--- src/rtl/stream_mux_n_to_1.sv ---
// stream_mux_n_to_1: NUM_CH:1 valid/ready stream multiplexer with a one-entry
// registered output stage. mode=0 selects the channel given by sel; mode=1
// arbitrates round-robin among the valid channels.
// Optional feature macro: MUX_PARITY_EN adds a registered out_parity output.
module stream_mux_n_to_1 #(
  parameter int NUM_CH = 8,
  parameter int DATA_W = 8,
  parameter int SEL_W  = $clog2(NUM_CH)
) (
  input  logic                     clk,
  input  logic                     rst,
  input  logic [NUM_CH*DATA_W-1:0] in_data,
  input  logic [NUM_CH-1:0]        in_valid,
  output logic [NUM_CH-1:0]        in_ready,
  input  logic                     mode,
  input  logic [SEL_W-1:0]         sel,
  output logic [DATA_W-1:0]        out_data,
  output logic                     out_valid,
  input  logic                     out_ready,
  output logic [SEL_W-1:0]         out_ch
`ifdef MUX_PARITY_EN
  ,
  output logic                     out_parity
`endif
);

  // Output stage state
  logic              r_valid;
  logic [DATA_W-1:0] r_data;
  logic [SEL_W-1:0]  r_ch;
  logic [SEL_W-1:0]  r_rr_ptr;   // last channel granted in round-robin mode

  // Per-channel unpacked view of the flat data bus
  logic [DATA_W-1:0] w_ch_data [NUM_CH];

  // Fixed-select match: at most one bit set, none when sel >= NUM_CH
  logic [NUM_CH-1:0] w_fix_hit;

  // Round-robin search split in two halves: channels above rr_ptr first,
  // then wrap around to the lowest valid channel overall.
  logic [NUM_CH-1:0] w_hi_mask;
  logic [NUM_CH-1:0] w_hi_req;
  logic [NUM_CH:0]   w_hi_seen;
  logic [NUM_CH:0]   w_all_seen;
  logic [NUM_CH-1:0] w_hi_first;
  logic [NUM_CH-1:0] w_all_first;
  logic [SEL_W-1:0]  w_hi_idx  [NUM_CH+1];
  logic [SEL_W-1:0]  w_all_idx [NUM_CH+1];

  logic [NUM_CH-1:0] w_rr_onehot;
  logic [SEL_W-1:0]  w_rr_ch;
  logic [NUM_CH-1:0] w_gnt_onehot;
  logic [SEL_W-1:0]  w_gnt_ch;
  logic              w_grant;
  logic              w_load_en;
  logic              w_xfer;

  assign w_hi_seen[0]  = 1'b0;
  assign w_all_seen[0] = 1'b0;
  assign w_hi_idx[0]   = '0;
  assign w_all_idx[0]  = '0;

  genvar gi;
  generate
    for (gi = 0; gi < NUM_CH; gi++) begin : g_ch
      assign w_ch_data[gi] = in_data[gi*DATA_W +: DATA_W];
      assign w_fix_hit[gi] = in_valid[gi] && (sel == SEL_W'(gi));

      // Priority chains: first valid channel strictly above rr_ptr, and
      // first valid channel from index 0 (used when the upper half is empty).
      assign w_hi_mask[gi]    = (SEL_W'(gi) > r_rr_ptr);
      assign w_hi_req[gi]     = in_valid[gi] & w_hi_mask[gi];
      assign w_hi_first[gi]   = w_hi_req[gi] & ~w_hi_seen[gi];
      assign w_all_first[gi]  = in_valid[gi] & ~w_all_seen[gi];
      assign w_hi_seen[gi+1]  = w_hi_seen[gi] | w_hi_req[gi];
      assign w_all_seen[gi+1] = w_all_seen[gi] | in_valid[gi];
      assign w_hi_idx[gi+1]   = w_hi_idx[gi]  | (w_hi_first[gi]  ? SEL_W'(gi) : '0);
      assign w_all_idx[gi+1]  = w_all_idx[gi] | (w_all_first[gi] ? SEL_W'(gi) : '0);
    end
  endgenerate

  // Select the granted channel for the current mode
  always_comb begin
    w_rr_onehot  = w_hi_seen[NUM_CH] ? w_hi_first : w_all_first;
    w_rr_ch      = w_hi_seen[NUM_CH] ? w_hi_idx[NUM_CH] : w_all_idx[NUM_CH];
    if (mode) begin
      w_gnt_onehot = w_rr_onehot;
      w_gnt_ch     = w_rr_ch;
      w_grant      = w_all_seen[NUM_CH];
    end else begin
      w_gnt_onehot = w_fix_hit;
      w_gnt_ch     = sel;
      w_grant      = |w_fix_hit;
    end
  end

  // The output register can take a word when empty or being drained this cycle
  assign w_load_en = ~r_valid | out_ready;
  assign w_xfer    = w_grant & w_load_en & ~rst;
  assign in_ready  = (w_load_en && !rst) ? w_gnt_onehot : '0;

  // Output register and round-robin pointer update
  always_ff @(posedge clk) begin
    if (rst) begin
      r_valid  <= 1'b0;
      r_data   <= '0;
      r_ch     <= '0;
      r_rr_ptr <= SEL_W'(NUM_CH - 1);
    end else if (w_xfer) begin
      r_valid <= 1'b1;
      r_data  <= w_ch_data[w_gnt_ch];
      r_ch    <= w_gnt_ch;
      if (mode) begin
        r_rr_ptr <= w_gnt_ch;
      end
    end else if (out_ready) begin
      r_valid <= 1'b0;
    end
  end

`ifdef MUX_PARITY_EN
  logic r_parity;

  // Parity is captured alongside the data word so it never lags out_data
  always_ff @(posedge clk) begin
    if (rst) begin
      r_parity <= 1'b0;
    end else if (w_xfer) begin
      r_parity <= ^w_ch_data[w_gnt_ch];
    end
  end

  assign out_parity = r_parity;
`endif

  assign out_valid = r_valid;
  assign out_data  = r_data;
  assign out_ch    = r_ch;

endmodule

--- config.mk ---
export PLATFORM = sky130hd
export DESIGN_NAME = stream_mux_n_to_1
export DESIGN_NICKNAME = d
export VERILOG_FILES = /design/src/rtl/stream_mux_n_to_1.sv
export SDC_FILE = /design/constraint.sdc
export NUM_CORES = 1
export LEC_CHECK = 0
export ABC_AREA = 1
export CAP_MARGIN = 20
export CORE_ASPECT_RATIO = 0.8
export CORE_MARGIN = 10
export CORE_UTILIZATION = 24
export CTS_CLUSTER_SIZE = 40
export DETAILED_ROUTE_END_ITERATION = 8
export GPL_ROUTABILITY_DRIVEN = 0
export SLEW_MARGIN = 10
export SYNTH_ARGS = -nofsm -noshare
export SYNTH_HDL_FRONTEND = slang
export SYNTH_SLANG_ARGS = --single-unit
--- constraint.sdc ---
create_clock -name clk -period 5 [get_ports clk]
set_input_delay 0.75 -clock clk [delete_from_list [all_inputs] [get_ports clk]]
set_output_delay 0.75 -clock clk [all_outputs]
set_load 0.05 [all_outputs]
Word-level counts from Yosys, hierarchy flattened
Cells that the tools add are included.

cells by class
  order comparisons = 9
  equality and inequality tests = 7
  muxes and demuxes = 25
  bitwise gates (word level) = 68
  reduce and logical (&&, ||, !) cells = 14

operator list
  kind                                                number
  two-way mux 8 bit                                   5
  two-way mux 3 bit                                   10
  bitwise AND 1 bit                                   24
  binary-select mux 8 bit (select 3 bit)              1
  bitwise OR 3 bit                                    6
  inverter 1 bit                                      16
  bitwise OR 1 bit                                    15
  == test 3 bit (second input constant)               4
  > comparator 3 bit (first input constant)           4
  logical AND 1 bit                                   9
  two-way mux 2 bit                                   4
  OR reduction 8 bit                                  1
  == test 3 x 2 -> 1 bit (second input constant)      2
  > comparator 1 x 3 -> 1 bit (first input constant)  2
  > comparator 2 x 3 -> 1 bit (first input constant)  2
  bitwise OR 2 x 3 -> 3 bit                           2
  two-way mux 1 bit                                   5
  >= comparator 4 bit (second input constant)         1
  inverter 3 -> 4 bit                                 1
  bitwise OR 1 x 2 -> 2 bit                           2
  bitwise OR 2 bit                                    2
  == test 3 x 1 -> 1 bit (second input constant)      1
  logical NOT 3 bit                                   1
  AND reduction 2 bit                                 1
  2 further kinds                                     2

word-level totals
  register bits = 15
  input port bits = 79
  output and inout bits = 20
  logic and storage cells = 127

Longest topological paths before layout
Gate-level depths: netlist (run 1).

  depth in word-level cells = 18
  gate-level depth with buffers = 15

Least setup slack after synthesis (run 1)
Ideal clock, no wire load.

  path kind = input to output
  start = input port in_valid[4]
  end = output port in_ready[5]
  arrival time = 2.757 ns
  required time = 4.250 ns
  setup slack = 1.493 ns
  cell stages on the path = 7
  cell sequence = nand2_1 nand4_4 nor3_4 nand2_2 inv_1 nand2_1 a221oi_1

between the ends
  cells in the longest elaborated chain, start to end = 8
  elaborated cells on any way between the ends = 13
  those cells by class = 3 x mux; 10 x bitwise

ends and longest elaborated chain
  item                           line  source
  start, declared                13    input logic [NUM_CH-1:0] in_valid,
  bitwise AND 1 bit              72    assign w_hi_req[gi] = in_valid[gi] & w_hi_mask[gi];
  bitwise OR 1 bit (4 in a row)  75    assign w_hi_seen[gi+1] = w_hi_seen[gi] | w_hi_req[gi];
  two-way mux 8 bit *            84    w_rr_onehot = w_hi_seen[NUM_CH] ? w_hi_first : w_all_first;
  two-way mux 8 bit *            86    if (mode) begin
  two-way mux 8 bit *            100   assign in_ready = (w_load_en && !rst) ? w_gnt_onehot : '0;
  end, declared                  14    output logic [NUM_CH-1:0] in_ready,

Mark *: on every way between the ends. The rest lies on a longest branch, timed or not.

Worst setup path in the final report (run 1)
  start = input port in_valid[1]
  end = output port in_ready[2]

between the ends
  cells in the longest elaborated chain, start to end = 11
  elaborated cells on any way between the ends = 16
  those cells by class = 3 x mux; 13 x bitwise

ends and longest elaborated chain
  item                           line
  bitwise AND 1 bit              72
  bitwise OR 1 bit (7 in a row)  75
  two-way mux 8 bit *            84
  two-way mux 8 bit *            86
  two-way mux 8 bit *            100

Marks and branches as above.

==> metrics, run 1 <==
status completed; CTS H-tree depth 1; Mapped Cells 319; highest clock rate 243.5 MHz; Layout area overhead 53.33%; r2r worst-path depth 14; destination of the worst hold path r_rr_ptr[2]; fillcell total 853; total routing resource utilization after global routing 12.66%; EDFF count, synth 0; total number of vias 2547; drt first-iter violations 286; number of remaining DRC errors 0; number of detailed-routing iterations run before antenna repair 4; synthesized netlist net count 398; clock tree root driver cell sky130_fd_sc_hd__clkbuf_8; number of antenna violations at the first check in global routing 0; predominant post-synthesis flop cell sky130_fd_sc_hd__dfxtp_1; mean routed wirelength per cell 16.09 um; NumNets Final 486; cell type with the highest aggregate area in the netlist sky130_fd_sc_hd__dfxtp_1; half-perimeter wire length of the detailed placement result 6382 um; share of post-route cells with drive strength above 1 11.08%; number of global-route vias before repair 2532; startpoint types input pin; post-synthesis instance area 0.001973 sq mm; Synth async-reset ratio 0%; library cell appearing most often on the critical path sky130_fd_sc_hd__clkdlybuf4s50_1; sink count of the clock tree 15; reg-to-reg critical path endpoint out_data[0]; Worst-Skew Late Latency 0.25 ns; utilization after layout 37.90%; largest fanout on the critical path 6; required time of the critical path 4.25 ns; period utilisation layout 82.14%; die footprint 0.01227 sq mm; Placement Cell Area 0.002979 sq mm; setup-violating endpoint count in the final report 0; number of logic stages on the critical path including buffering 9; clock buffer count from CTS 3; crit path capture type output port; worst r2r src r_rr_ptr[1]; height of the die 101.1 um; Tightest Hold Check Type flip-flop to flip-flop; Post CTS Setup Buffer Count 0; count of warnings emitted by yosys 0; maximum clock skew at final layout 0.006609 ns; total negative slack for setup checks 0 ns; initial cell density of the core 24.72%; post-layout total power 615.4 uW; num ports 99; Min Clock Period, post-route 4.107 ns; pins over their slew limit 0; area taken by multi-input logic gates 0.001389 sq mm; post_cts resized 0; arrival time of data at the critical path endpoint 3.36 ns; antenna cells 0; Worst Hold Launch r_rr_ptr[2]; family with the most delay on the worst path buffers and inverters; port bufs 98; die span in x 121.4 um; number of placement rows 29; share of Yosys cell area claimed by the top area cell type 15.22%; delay of the slowest critical-path stage 0.82 ns; routed wire length 8271 um; CP max-delay cell sky130_fd_sc_hd__clkdlybuf4s50_1; number of endpoints with negative hold slack in the final report 0; combined buffer and inverter count along the critical path 2; Final Instance Area 0.003025 sq mm; post-route antenna net violation count 0; Distinct cells, synth 34; total core area 0.007983 sq mm; critical path class input pin to output port; sequential cell area fraction in the yosys report 15.22%; Power Dens Cells 203.4 mW/mm^2; Clk pin slew, worst setup/hold paths 0.07 ns; first-pass GRT wire length 13000 um; number of hold buffers added after CTS 0; CTS tree yes; grt ovf 0; relative max-transition margin 54.62%; RSZ-0062 raised after global routing false; P_leak 1.294 nW; # Max-Cap Violations 0; post-synthesis register bit count 15; storage element area 300.3 sq um; vias per inst 4.955; maximum number of pins on one net before global-route repair 41; Worst Tran Pin Value 0.6791 ns; largest cells by area after synthesis sky130_fd_sc_hd__dfxtp_1, sky130_fd_sc_hd__nand3_1, sky130_fd_sc_hd__nand2_1; average footprint of a synthesized cell 6.185 sq um; worst supply voltage drop on vdd 0.0001022 V; deepest clock path buffer count 2; CP Cell Sequence clkdlybuf4s50_1 > nand3_2 > nand4_4 > nor3_4 > nand2_2 > o21ai_0 > nand2_1 > a21oi_1 > clkdlybuf4s50_1; Hold Crit Depth 2; worst-case register-to-register setup slack 2.38 ns
[how the worst max path moves through the flow]
stage / start / endpoint / slack (ns)
finish: in_valid[1] / in_ready[2] / 0.89
global placement: in_valid[1] / in_ready[5] / 0.98
detailed placement: in_valid[1] / in_ready[2] / 0.92
global route: in_valid[1] / in_ready[2] / 0.70
floorplan: in_valid[4] / in_ready[5] / 1.49
CTS: in_valid[1] / in_ready[2] / 0.90
[per-stage QoR]
| stage | hold WS (ns) | worst slack (ns) | cells |
|---|---|---|---|
| global route | 0.5341 | 0.6964 | 514 |
| floorplan | 0.4564 | 1.493 | 319 |
| global placement | 0.4817 | 0.9831 | 510 |
| CTS | 0.4966 | 0.9024 | 514 |
| detailed placement | 0.4806 | 0.9232 | 510 |
| finish | 0.4929 | 0.8930 | 514 |
[Yosys cell counts, types with 5 or more instances]
cell	count
sky130_fd_sc_hd__nor2_1	21
sky130_fd_sc_hd__nand2_1	56
sky130_fd_sc_hd__o21a_1	8
sky130_fd_sc_hd__o21ai_1	5
sky130_fd_sc_hd__inv_1	35
sky130_fd_sc_hd__dfxtp_1	15
sky130_fd_sc_hd__nand2_2	7
sky130_fd_sc_hd__nand4_1	29
sky130_fd_sc_hd__nand3_1	48
sky130_fd_sc_hd__nand3_2	11
sky130_fd_sc_hd__a21oi_1	17
sky130_fd_sc_hd__nor3_1	5
sky130_fd_sc_hd__o21ai_0	14
sky130_fd_sc_hd__buf_6	6
sky130_fd_sc_hd__buf_2	7
[kinds of logic (layout without fill, tap and decap cells)]
kind of cell / count (synthesis) / after routing / share of synthesized area (%)
flip-flops: 15 / 15 / 15.22
AND/OR/NAND/NOR: 188 / 188 / 51.81
buffers and inverters: 58 / 145 / 14.39
AO/OA/AOI/OAI: 58 / 58 / 18.58
[cell type report]
cell class | instances | share of cell area (%)
clock buffer | 3 | 1.365
timing repair buffer | 101 | 33.17
inverter | 40 | 5.004
multi-input combinational | 246 | 45.91
clock inverter | 1 | 0.1654
sequential | 15 | 9.926
tap | 108 | 4.467
[per-layer routing]
metal  GRT usage, %  part of all wire, %
met5              0                    0
met4          1.098                    0
met3          3.080                  7.9
met2          19.82                   44
met1          17.74                   48
[power breakdown]
| part | leakage [nW] | internal (mW) | switching [mW] |
|---|---|---|---|
| registers | 0.124 | 0.132 | 0.00750 |
| logic | 1.14 | 0.150 | 0.227 |
| clock network | 0.0255 | 0.0552 | 0.0435 |
[state kept, by name, indices dropped and copies added (netlist names)]
| register | cells |
|---|---|
| out_valid | 1 |
| r_rr_ptr | 3 |
| out_data | 8 |
| out_ch | 3 |
[placed cells by master (no fill, tap or decap), types with 3 or more instances in the layout]
cell                               n
sky130_fd_sc_hd__nand3_1          48
sky130_fd_sc_hd__nand4_1          29
sky130_fd_sc_hd__o21ai_2           3
sky130_fd_sc_hd__o211ai_1          3
sky130_fd_sc_hd__nor2_1           21
sky130_fd_sc_hd__clkdlybuf4s50_1  98
sky130_fd_sc_hd__nor3_1            5
sky130_fd_sc_hd__o21ai_1           5
sky130_fd_sc_hd__buf_4             3
sky130_fd_sc_hd__nand3_2          11
sky130_fd_sc_hd__nand2_1          56
sky130_fd_sc_hd__nor2_2            3
sky130_fd_sc_hd__inv_1            35
sky130_fd_sc_hd__nand2_2           7
sky130_fd_sc_hd__o21a_1            8
sky130_fd_sc_hd__dfxtp_1          15
sky130_fd_sc_hd__a21oi_1          17
sky130_fd_sc_hd__o21ai_0          14
sky130_fd_sc_hd__inv_2             4
sky130_fd_sc_hd__clkbuf_8          3
[worst register-to-register path: stages (launching register included)]
cell and delay, ns:
sky130_fd_sc_hd__dfxtp_1 0.41, sky130_fd_sc_hd__nand2_1 0.13, sky130_fd_sc_hd__nand3_2 0.11, sky130_fd_sc_hd__nand4_4 0.14
sky130_fd_sc_hd__nor2_1 0.13, sky130_fd_sc_hd__nor2_1 0.09, sky130_fd_sc_hd__nand3_2 0.08, sky130_fd_sc_hd__buf_4 0.30
sky130_fd_sc_hd__nand3_4 0.46, sky130_fd_sc_hd__nand2_1 0.20, sky130_fd_sc_hd__nand3_1 0.09, sky130_fd_sc_hd__nand3_1 0.13
sky130_fd_sc_hd__nand3_1 0.12, sky130_fd_sc_hd__nand2_1 0.09, sky130_fd_sc_hd__inv_1 0.04
Note: power is estimated with default switching activity, not from simulation.
==> run 2: changes to the inputs <==
clock period = 4.15 ns   (was 5 ns; I/O delays follow)
==> run 2 against run 1 <==
Total power increased by 21%. Cell area unchanged. Combinational power increased by 20%. First-iteration DRC count decreased by 29%. Clock skew about the same. Clock power increased by 25%. Global-route usage increased by 0.12 points. Count of clock-buffer cells in the layout unchanged. Flip-flop and latch count unchanged. Critical path type unchanged. Register-to-register slack got worse by 0.77 ns. Core utilization unchanged. Setup slack got worse by 0.51 ns. Largest cell class unchanged.
==> metrics, run 2 (synthesis results as in run 1) <==
setup-violating endpoint count in the final report 0 (unchanged); Worst Tran Pin Value 0.6636 ns (-0.01554 ns); grt ovf 0 (unchanged); maximum clock skew at final layout 0.006110 ns (-0.0004991 ns); number of logic stages on the critical path including buffering 9 (unchanged); vias per inst 4.944 (-0.24%); status completed; worst-case register-to-register setup slack 1.61 ns (-0.77 ns); delay of the slowest critical-path stage 0.82 ns (about the same); die span in x 121.4 um (unchanged); Layout area overhead 53.33% (unchanged); Placement Cell Area 0.002977 sq mm (about the same); number of endpoints with negative hold slack in the final report 0 (unchanged); number of global-route vias before repair 2564 (+1.3%); worst-case hold slack 0.5046 ns (+0.01167 ns); period utilisation layout 90.66%; num ports 99 (unchanged); sink count of the clock tree 15 (unchanged); drt first-iter violations 203 (-29%); most frequent cells in the layout sky130_fd_sc_hd__clkdlybuf4s50_1, sky130_fd_sc_hd__nand2_1, sky130_fd_sc_hd__nand3_1; total negative slack for setup checks 0 ns (unchanged); worst supply voltage drop on vdd 0.0001171 V (+15%); number of antenna violations at the first check in global routing 0 (unchanged); # Max-Cap Violations 0 (unchanged); post-route antenna net violation count 0 (unchanged); deepest clock path buffer count 2 (unchanged); required time of the critical path 3.53 ns (-0.72 ns); relative max-transition margin 55.66% (+1.0 points); mean routed wirelength per cell 15.97 um (-0.75%); destination of the worst hold path out_valid; NumNets Final 486 (unchanged); Tightest Hold Check Type flip-flop to flip-flop; clock buffer count from CTS 3 (unchanged); initial cell density of the core 24.72% (unchanged); share of post-route cells with drive strength above 1 11.33% (+0.25 points); flip-flop count of the largest register after layout 8 (unchanged); reg-to-reg critical path endpoint out_data[0]; total number of vias 2541 (-0.24%); utilization after layout 37.90% (unchanged); clock tree root driver cell sky130_fd_sc_hd__clkbuf_8; die footprint 0.01227 sq mm (unchanged); post-route setup slack 0.3878 ns (-0.5052 ns); half-perimeter wire length of the detailed placement result 6442 um (+0.94%); most common cell after layout, fill and taps aside sky130_fd_sc_hd__clkdlybuf4s50_1; Post CTS Setup Buffer Count 0 (unchanged); total routing resource utilization after global routing 12.78% (+0.12 points); maximum number of pins on one net before global-route repair 41 (unchanged); pins over their slew limit 0 (unchanged); r2r worst-path depth 14 (unchanged); largest fanout on the critical path 6 (unchanged); number of hold buffers added after CTS 0 (unchanged); Min Clock Period, post-route 3.762 ns; family with the most delay on the worst path buffers and inverters; routed wire length 8209 um (-0.75%); total core area 0.007983 sq mm (unchanged); library cell appearing most often on the critical path sky130_fd_sc_hd__clkdlybuf4s50_1; Final Instance Area 0.003025 sq mm (unchanged); crit path capture type output port; combined buffer and inverter count along the critical path 2 (unchanged); number of remaining DRC errors 0 (unchanged); critical path class input pin to output port; height of the die 101.1 um (unchanged); number of placement rows 29 (unchanged); port bufs 98 (unchanged); startpoint types input pin; CP max-delay cell sky130_fd_sc_hd__clkdlybuf4s50_1; Clk pin slew, worst setup/hold paths 0.07 ns (about the same); number of detailed-routing iterations run before antenna repair 6 (+2); CP Cell Sequence clkdlybuf4s50_1 > nand3_2 > nand4_4 > nor3_4 > nand2_2 > o21ai_0 > nand2_1 > a21oi_1 > clkdlybuf4s50_1; Power Dens Cells 245.8 mW/mm^2 (+21%); Worst-Skew Late Latency 0.25 ns (about the same); highest clock rate 265.8 MHz; CTS H-tree depth 1 (unchanged); post_cts resized 0 (unchanged); P_leak 1.292 nW (-0.15%); arrival time of data at the critical path endpoint 3.14 ns (-0.22 ns); number of standard cells in the final layout excluding fillers 514 (unchanged); pre-CTS WS 0.3977 ns (-0.5255 ns); worst r2r src r_rr_ptr[1]; DP Cell Count 510 (unchanged); Hold Crit Depth 2 (unchanged); antenna cells 0 (unchanged); Worst Hold Launch out_valid; CTS tree yes; post-layout total power 743.6 uW (+21%); first-pass GRT wire length 13100 um (+0.80%); RSZ-0062 raised after global routing false
==> run 2: power breakdown <==
group | internal (mW) | switching, mW
sequential | 0.160 | 0.00837
clock | 0.0675 | 0.0554
combinational | 0.181 | 0.272
==> run 2: worst max-delay path by stage <==
| stage | start | end | slack, ns |
|---|---|---|---|
| 2_1_floorplan | in_valid[4] | in_ready[5] | 0.90 |
| 3_3_place_gp | in_valid[1] | in_ready[2] | 0.45 |
| 3_5_place_dp | in_valid[1] | in_ready[3] | 0.40 |
| 4_1_cts | in_valid[1] | in_ready[3] | 0.38 |
| 5_1_grt | in_valid[1] | in_ready[3] | 0.20 |
| 6_report | in_valid[1] | in_ready[3] | 0.39 |
==> run 2: final cells by class <==
cell class	count	area (sq um)
clock inverter	1	7.507
sequential	15	300.3
fill	881	4957
inverter	40	151.4
tap	108	135.1
timing repair buffer	101	1001
multi-input combinational	246	1389
clock buffer	3	41.29
==> run 2: layer usage <==
layer | up-vias | wire length [um] | track usage [%]
met4 | 0 | 60 | 2.562
met5 | - | 0 | 0
met1 | 1163 | 3911 | 16.92
met3 | 6 | 583 | 3.471
met2 | 86 | 3654 | 20.36
li1 | 1286 | - | -
==> run 2: tightest hold or removal path, cell delays in order, from the launching register on <==
cell                      delay [ns]
sky130_fd_sc_hd__dfxtp_1        0.32
sky130_fd_sc_hd__nand2_1        0.08
sky130_fd_sc_hd__a21oi_1        0.06
